$ cat src/rtl/misr_pkg.sv
// misr_pkg
// Shared types, default sizes and the pure MISR next-signature function for
// the misr_sig_analyzer response compactor.
//
// Bit convention: signatures and data words are [0:WIDTH-1]. Bit 0 takes the
// feedback bit f = sig[WIDTH-1]. Tap bit WIDTH-1-i decides whether f is folded
// into position i. This matches the generator's run_L step, so the same tap
// word drives both the pattern generator and this compactor.
package misr_pkg;

    localparam int MISR_WIDTH = 8;
    localparam int MISR_CNT_W = 8;

    typedef enum logic [1:0] {
        IDLE = 2'd0,
        RUN  = 2'd1,
        DONE = 2'd2
    } misr_state_t;

    // One Galois MISR compress step. The function is sized by MISR_WIDTH, so
    // any instance using it must have WIDTH equal to MISR_WIDTH.
    function automatic logic [0:MISR_WIDTH-1] misr_step(
        input logic [0:MISR_WIDTH-1] sig,
        input logic [MISR_WIDTH-2:0] tap,
        input logic [0:MISR_WIDTH-1] d
    );
        logic                    f;
        logic [0:MISR_WIDTH-1]   nxt;
        f      = sig[MISR_WIDTH-1];
        nxt[0] = f ^ d[0];
        for (int i = 1; i < MISR_WIDTH; i++) begin
            nxt[i] = (tap[MISR_WIDTH-1-i] ? (f ^ sig[i-1]) : sig[i-1]) ^ d[i];
        end
        return nxt;
    endfunction

endpackage

$ cat src/rtl/misr_sig_analyzer_core.sv
// misr_core
// Signature register of the MISR. Load has priority over shift.
//
// Ports:
//   clk, rst_n   clock, asynchronous active-low reset (clears the signature)
//   load         write seed into the signature
//   seed         initial signature value
//   shift        compress d into the signature using tap
//   tap          feedback tap word
//   d            data word to fold in (already masked by the caller)
//   sig          current signature
module misr_core
    import misr_pkg::*;
#(
    parameter int WIDTH = MISR_WIDTH
) (
    input  logic             clk,
    input  logic             rst_n,
    input  logic             load,
    input  logic [0:WIDTH-1] seed,
    input  logic             shift,
    input  logic [WIDTH-2:0] tap,
    input  logic [0:WIDTH-1] d,
    output logic [0:WIDTH-1] sig
);

    always_ff @(posedge clk or negedge rst_n) begin
        if (!rst_n) begin
            sig <= '0;
        end else if (load) begin
            sig <= seed;
        end else if (shift) begin
            sig <= misr_step(sig, tap, d);
        end
    end

endmodule

$ cat src/rtl/misr_sig_analyzer.sv
// misr_sig_analyzer
// Response compactor: folds a stream of response words into a Galois MISR
// signature and compares the final value against a golden signature.
//
// Optional feature: define MISR_XMASK_EN to add the d_mask input; masked bits
// are forced to 0 before compression so X-state bits never reach the MISR.
//
// Ports:
//   clk, rst_n        clock, asynchronous active-low reset
//   start             pulse: latch cfg_* and begin a run (ignored in RUN)
//   cfg_tap           tap word (bit WIDTH-2 selects q[1] .. bit 0 selects q[WIDTH-1])
//   cfg_seed          initial signature
//   cfg_count         number of response words to compress
//   cfg_golden        expected signature
//   d_valid, d_in     response word handshake input
//   d_mask            per-bit X mask (MISR_XMASK_EN only)
//   d_ready           high in RUN
//   busy              high while a run is in progress
//   done              high from run end until the next accepted start
//   signature         current MISR contents
//   pass, fail        done qualified compare result
//
// state | meaning
// IDLE  | after reset, waiting for start
// RUN   | accepting and compressing words until the count runs out
// DONE  | result valid; behaves like IDLE for a new start
module misr_sig_analyzer
    import misr_pkg::*;
#(
    parameter int WIDTH = MISR_WIDTH,
    parameter int CNT_W = MISR_CNT_W
) (
    input  logic             clk,
    input  logic             rst_n,
    input  logic             start,
    input  logic [WIDTH-2:0] cfg_tap,
    input  logic [0:WIDTH-1] cfg_seed,
    input  logic [CNT_W-1:0] cfg_count,
    input  logic [0:WIDTH-1] cfg_golden,
    input  logic             d_valid,
    input  logic [0:WIDTH-1] d_in,
`ifdef MISR_XMASK_EN
    input  logic [0:WIDTH-1] d_mask,
`endif
    output logic             d_ready,
    output logic             busy,
    output logic             done,
    output logic [0:WIDTH-1] signature,
    output logic             pass,
    output logic             fail
);

    misr_state_t      state, state_nxt;
    logic [CNT_W-1:0] cnt;
    logic [WIDTH-2:0] tap_q;
    logic [0:WIDTH-1] golden_q;
    logic [0:WIDTH-1] d_eff;
    logic             load;
    logic             shift;

`ifdef MISR_XMASK_EN
    assign d_eff = d_in & ~d_mask;
`else
    assign d_eff = d_in;
`endif

    always_ff @(posedge clk or negedge rst_n) begin
        if (!rst_n) begin
            state <= IDLE;
        end else begin
            state <= state_nxt;
        end
    end

    always_comb begin
        state_nxt = state;
        load      = 1'b0;
        shift     = 1'b0;
        case (state)
            IDLE, DONE: begin
                if (start) begin
                    load      = 1'b1;
                    // A zero-length run goes straight to DONE with the seed as result.
                    state_nxt = (cfg_count != '0) ? RUN : DONE;
                end
            end
            RUN: begin
                if (d_valid) begin
                    shift = 1'b1;
                    if (cnt == CNT_W'(1)) begin
                        state_nxt = DONE;
                    end
                end
            end
            default: state_nxt = IDLE;
        endcase
    end

    always_ff @(posedge clk or negedge rst_n) begin
        if (!rst_n) begin
            cnt      <= '0;
            tap_q    <= '0;
            golden_q <= '0;
        end else if (load) begin
            cnt      <= cfg_count;
            tap_q    <= cfg_tap;
            golden_q <= cfg_golden;
        end else if (shift && (cnt != '0)) begin
            cnt <= cnt - CNT_W'(1);
        end
    end

    misr_core #(
        .WIDTH (WIDTH)
    ) u_core (
        .clk   (clk),
        .rst_n (rst_n),
        .load  (load),
        .seed  (cfg_seed),
        .shift (shift),
        .tap   (tap_q),
        .d     (d_eff),
        .sig   (signature)
    );

    assign d_ready = (state == RUN);
    assign busy    = (state == RUN);
    assign done    = (state == DONE);
    // Signature, golden and state are all registers, so these are stable in DONE.
    assign pass    = done && (signature == golden_q);
    assign fail    = done && (signature != golden_q);

endmodule

$ cat config.mk
export PLATFORM = sky130hd
export DESIGN_NAME = misr_sig_analyzer
export DESIGN_NICKNAME = d
export VERILOG_FILES = /design/src/rtl/misr_pkg.sv /design/src/rtl/misr_sig_analyzer_core.sv /design/src/rtl/misr_sig_analyzer.sv
export SDC_FILE = /design/constraint.sdc
export NUM_CORES = 1
export LEC_CHECK = 0
export ABC_AREA = 1
export ABC_CLOCK_PERIOD_IN_PS = 4040
export BUFFER_PORTS_ARGS = -buffer_cell sky130_fd_sc_hd__buf_4
export CAP_MARGIN = 20
export CORE_MARGIN = 2
export CORE_UTILIZATION = 42
export DETAILED_ROUTE_END_ITERATION = 10
export PLACE_DENSITY = 0.64
export SYNTH_ARGS = -nofsm -noshare
export SYNTH_HDL_FRONTEND = slang
export SYNTH_SLANG_ARGS = --single-unit
$ cat constraint.sdc
create_clock -name clk -period 4.04 [get_ports clk]
set_clock_uncertainty 0.05 [all_clocks]
set_input_delay 0.808 -clock clk [delete_from_list [all_inputs] [get_ports clk]]
set_output_delay 0.808 -clock clk [all_outputs]
set_load 0.02 [all_outputs]
Word-level counts from Yosys, hierarchy flattened
Index checks and enable logic that the tools add are counted.

Bits in registers: 33. Latch bits: 0. Bits in writable memories: 0. ROM bits: 0. Input bits: 43. Output and inout port bits: 13. Memories: 0.

Add/subtract/negate cells: 1. $mul: 0. Divide/modulo/power cells: 0. $lt $le $gt $ge: 0. Equality and inequality tests: 8. Shift-type cells: 0. Multiplexer cells: 20. Bitwise logic cells: 15. Reductions and logical operators: 10.

Operators by type and width (count): 8-bit 2-to-1 mux (4); 8-bit nonzero test (2); 1-bit XOR (15); 1-bit 2-to-1 mux (11); 8-bit by 1-bit equality test with 1-bit output (second input constant) (1); 8-bit equality test (1); 2-bit 2-to-1 mux (4); 8-bit inequality test (1); 8-bit by 1-bit subtractor with 8-bit output (second input constant) (1); 2-bit inequality test (second input constant) (2); 2-bit case mux with 2 select lines (1); 2-bit nonzero test (2); 1-bit logical AND (3); 3-bit AND reduction (1); 2-bit by 1-bit equality test with 1-bit output (second input constant) (1); 2-bit equality test (second input constant) (1); 2-bit logical NOT (1); 2-bit by 1-bit inequality test with 1-bit output (second input constant) (1); 2-bit OR reduction (1).

Depth between registers and ports, before layout
Word-level depth: 5. Depth in mapped cells: 9. Gate-level depth less buffers: 9.

Hierarchy
From an unflattened synthesis, not the netlist that was laid out.

Cells, all modules: 305. Area total of the unflattened synthesis: 2132.0 um^2.

By module, submodules not included: misr_sig_analyzer (instances 1, cells an instance 203, area an instance 1481.4 um^2, seq. area each 625.6 um^2); misr_core (instances 1, cells an instance 102, area an instance 650.6 um^2, seq. area each 200.2 um^2).

Worst setup path after synthesis
OpenSTA, ideal clock, no wires.

Kind: register to output. Start point: register u_core.sig[7] (netlist bit). End point: output pass. Arrival time: 1.370 ns. Data required time: 3.182 ns. Slack: 1.812 ns. Stages on the path, launching flop included: 5. Cells stage by stage: dfrtp_1 buf_2 xnor2_1 nand4_1 nor3_1.

Word-level cells in the longest chain between the ends: 2.

Ends and longest elaborated chain: start, declared (line misr_sig_analyzer_core.sv:24) `output logic [0:WIDTH-1] sig`; start signal, assigned (line misr_sig_analyzer_core.sv:33) `sig <= misr_step(sig, tap, d);`; 8-bit equality test (line misr_sig_analyzer.sv:130) `assign pass = done && (signature == golden_q);`; 1-bit logical AND (line misr_sig_analyzer.sv:130); end, declared (line misr_sig_analyzer.sv:49) `output logic pass,`.

No other way between the ends.

Worst setup path after layout
Same ends and word-level chain as after synthesis.

==> metrics.txt <==
# TYPE chip_impl_metric gauge
chip_impl_metric{name="slew_headroom",unit="%"} 69.3
chip_impl_metric{name="minimum_clock_period_after_layout",unit="ns"} 2.38
chip_impl_metric{name="synthesis.area",unit="mm^2"} 0.00212
chip_impl_metric{name="combined_area_of_the_multi_input_logic_cells",unit="mm^2"} 0.00113
chip_impl_metric{name="fin_crit_sh",unit="%"} 58.9
chip_impl_info{name="timing.critical_path.to",value="pass"} 1
chip_impl_metric{name="die_width",unit="um"} 75.0
chip_impl_metric{name="number_of_cells_produced_by_synthesis",unit=""} 294
chip_impl_metric{name="nets",unit=""} 393
chip_impl_metric{name="dpl_worst_slack",unit="ns"} 1.85
chip_impl_metric{name="timing.reg2reg.worst_path_depth",unit=""} 8
chip_impl_metric{name="clk_transition_reported_paths",unit="ns"} 0.07
chip_impl_info{name="grt_setup_unrepaired",value="false"} 1
chip_impl_info{name="path_cells",value="xnor2_1 -> nand4_1 -> nor3_1 -> buf_4"} 1
chip_impl_info{name="synthTopCellsByArea",value="sky130_fd_sc_hd__dfrtp_1, sky130_fd_sc_hd__nand2_1, sky130_fd_sc_hd__xnor2_1"} 1
chip_impl_metric{name="finalWeightedCongestion",unit=""} 0.859
chip_impl_info{name="setup.worst_path.class",value="reg -> out"} 1
chip_impl_metric{name="worstPathMaxFanout",unit=""} 11
chip_impl_info{name="main_combinational_cell_family_by_area_after_synthesis",value="simple AND/OR/NAND/NOR gates"} 1
chip_impl_metric{name="synth-seq-area-share",unit="%"} 39.0
chip_impl_metric{name="worst_skew_pair.late_latency",unit="ns"} 0.28
chip_impl_info{name="status",value="finished clean"} 1
chip_impl_metric{name="grt_pass1_vias",unit=""} 1836
chip_impl_metric{name="grt.overflow.total",unit=""} 0
chip_impl_info{name="crit_path_end_kind",value="primary output"} 1
chip_impl_metric{name="wire_length_of_the_first_global_routing_pass",unit="um"} 8230
chip_impl_info{name="synthMostInstantiatedCell",value="sky130_fd_sc_hd__nand2_1"} 1
chip_impl_metric{name="maxCapViolCount",unit=""} 0
chip_impl_metric{name="report.final.slew_viol_count",unit=""} 0
chip_impl_metric{name="post_cts_buffers",unit=""} 0
chip_impl_metric{name="syn2layout_area_growth",unit="%"} 24.9
chip_impl_metric{name="grt_antenna_before_repair",unit=""} 0
chip_impl_metric{name="synth_seq_cells",unit=""} 33
chip_impl_metric{name="cts-htree-levels",unit=""} 2
chip_impl_metric{name="synth_xor_area_share",unit="%"} 9.10
chip_impl_metric{name="cts_buffers",unit=""} 5
chip_impl_info{name="timing.rr.start",value="state[0]"} 1
chip_impl_metric{name="drt_pre_antenna_iters",unit=""} 5
chip_impl_info{name="dominantRegCellSynth",value="sky130_fd_sc_hd__dfrtp_1"} 1
chip_impl_metric{name="yosys.area_share.simple",unit="%"} 37.8
chip_impl_info{name="post-synth-top-area-cell",value="sky130_fd_sc_hd__dfrtp_1"} 1
chip_impl_metric{name="setup_tns",unit="ns"} 0
chip_impl_metric{name="crit_arrival",unit="ns"} 1.52
chip_impl_metric{name="fp.dieArea",unit="mm^2"} 0.00563
chip_impl_metric{name="clk_buf_depth",unit=""} 2
chip_impl_info{name="worstSetupStartpointType",value="flop"} 1
chip_impl_metric{name="powerDensity",unit="mW/mm^2"} 735
chip_impl_metric{name="worst_ir_drop_vdd",unit="mV"} 0.324
chip_impl_metric{name="synth_nets",unit=""} 340
chip_impl_metric{name="sequential_area",unit="um^2"} 826
chip_impl_metric{name="viasPerCell",unit=""} 4.69
chip_impl_info{name="synthTopCellsByCount",value="sky130_fd_sc_hd__nand2_1, sky130_fd_sc_hd__dfrtp_1, sky130_fd_sc_hd__inv_1, sky130_fd_sc_hd__nand3_1, sky130_fd_sc_hd__nor2_1"} 1
chip_impl_info{name="crit_slowest_cell",value="sky130_fd_sc_hd__dfrtp_1"} 1
chip_impl_metric{name="fp-row-count",unit=""} 25
chip_impl_metric{name="cts-resized-gates",unit=""} 0
chip_impl_metric{name="total_power",unit="mW"} 1.94
chip_impl_info{name="critical_path.reg2reg.endpoint",value="cnt[7]"} 1
chip_impl_info{name="critical_path.top_delay_family",value="flip-flops"} 1
chip_impl_metric{name="hold-worst-slack",unit="ns"} 0.414
chip_impl_metric{name="number_of_hold_repair_buffers_added_at_the_cts_stage",unit=""} 0
chip_impl_metric{name="synth-warning-count",unit=""} 0
chip_impl_metric{name="regToRegSetupSlack",unit="ns"} 2.34
chip_impl_metric{name="buffer_ports.inserted",unit=""} 55
chip_impl_metric{name="avgRoutedWirePerCell",unit="um"} 11.6
chip_impl_metric{name="worst-path-stages",unit=""} 4
chip_impl_info{name="hold_path_class",value="in -> async"} 1
chip_impl_metric{name="postSynthAreaPerCell",unit="um^2"} 7.21
chip_impl_metric{name="synth_cell_type_count",unit=""} 26
chip_impl_metric{name="netlist.area_leader.share",unit="%"} 39.0
chip_impl_metric{name="floorplan.die.height",unit="um"} 75.0
chip_impl_metric{name="initialDrtViolationCount",unit=""} 43
chip_impl_metric{name="track_usage",unit="%"} 19.3
chip_impl_metric{name="hold_violations",unit=""} 0
chip_impl_metric{name="wl",unit="um"} 4820
chip_impl_metric{name="post-route-cell-area",unit="mm^2"} 0.00265
chip_impl_metric{name="measured_slew_at_the_worst_slew_check_pin",unit="ns"} 0.460
chip_impl_metric{name="numClockSinks",unit=""} 33
chip_impl_metric{name="synth_edf_count",unit=""} 0
chip_impl_info{name="tritoncts",value="done"} 1
chip_impl_metric{name="setup_slack",unit="ns"} 1.66
chip_impl_metric{name="synth_compound_area_share",unit="%"} 4.49
chip_impl_metric{name="fmax",unit="MHz"} 420
chip_impl_metric{name="n_diodes",unit=""} 0
chip_impl_metric{name="critical_path_buf_inv_count",unit=""} 1
chip_impl_metric{name="total_via_count_after_detailed_routing",unit=""} 1946
chip_impl_metric{name="p_leak",unit="nW"} 1.47
chip_impl_metric{name="postSynth.asyncResetShare",unit="%"} 100
chip_impl_metric{name="core_area",unit="mm^2"} 0.00479
chip_impl_metric{name="critPathMaxStageDelay",unit="ns"} 0.61
chip_impl_metric{name="setup_violations",unit=""} 0
chip_impl_metric{name="layout-drive-gt1-share",unit="%"} 22.7
chip_impl_info{name="clock_tree.root_cell",value="sky130_fd_sc_hd__clkbuf_8"} 1
chip_impl_metric{name="route.antenna.remaining_nets",unit=""} 0
chip_impl_metric{name="initial_utilization",unit="%"} 44.3
chip_impl_metric{name="cp.required",unit="ns"} 3.18
chip_impl_metric{name="drt_drc_violations_left",unit=""} 0
chip_impl_metric{name="fraction_of_synthesized_area_in_multiplexers",unit="%"} 0
chip_impl_metric{name="number_of_inserted_filler_cells_in_the_final_layout",unit=""} 480
chip_impl_info{name="worstSetupStartpoint",value="u_core.sig[7]"} 1
chip_impl_metric{name="number_of_i_o_pins",unit=""} 56
chip_impl_metric{name="dpl-instance-area",unit="mm^2"} 0.00256
chip_impl_metric{name="dp_hpwl",unit="um"} 3540
chip_impl_metric{name="synthAdderAreaFrac",unit="%"} 1.77
chip_impl_metric{name="maximum_number_of_pins_on_one_net_before_global_route_repair",unit=""} 42
[routing by layer]
| metal | wire (um) | global-route usage (%) | vias up |
|---|---|---|---|
| met5 | 0 | 0 | - |
| met4 | 34 | 3.57 | 0 |
| met3 | 298 | 4.55 | 4 |
| met2 | 2260 | 31.5 | 54 |
| met1 | 2230 | 26.4 | 880 |
| li1 | - | - | 1008 |
[cells by family (layout without fill, tap and decap cells)]
kind of cell    Yosys count  in the layout
compound gates           19             19
simple gates            179            179
xor+xnor                 22             22
buf+inv                  38             92
flops                    33             33
fa+ha+maj                 3              3
[power by group]
group | internal (mW) | switching [mW]
logic | 0.424 | 0.617
registers | 0.493 | 0.169
clock network | 0.119 | 0.120
total | 1.04 | 0.907
[sequential cells by signal (all words and copies together), names as in the netlist]
name        flops
cnt             8
golden_q        8
state           2
tap_q           7
u_core.sig      8
[stage by stage]
step	cells	util (%)
floorplan	294	-
CTS	415	55.3
global route	415	55.3
detailed placement	407	53.5
global placement	407	53.5
finish	415	55.3
[how the worst min path moves through the flow]
stage / startpoint / endpoint / slack [ns] / depth (start not counted)
floorplan: tap_q[0] / tap_q[0] / 0.40 / 2
global placement: tap_q[5] / tap_q[5] / 0.41 / 2
detailed placement: tap_q[5] / tap_q[5] / 0.41 / 2
CTS: rst_n / golden_q[3] / 0.43 / 1
global route: rst_n / golden_q[2] / 0.45 / 1
finish: rst_n / golden_q[3] / 0.41 / 1
[cell usage in the layout, fill, tap and decap left out, drive strengths merged]
cell	count
clkbuf	6
xor2	11
nand3	20
nor2	20
clkinv	2
or2	2
ha	3
nand4	3
nand3b	1
inv	29
nand2	131
buf	55
xnor2	11
o21ai	19
nor3	2
dfrtp	33
[final cells by class]
cell class	count	share of cell area (%)
clock buffer	6	2.74
clock inverter	2	0.378
inverter	29	4.30
multi-input combinational	223	42.6
sequential	33	31.2
tap	67	3.17
timing repair buffer	55	15.6
(Power assumes the default switching activity.)
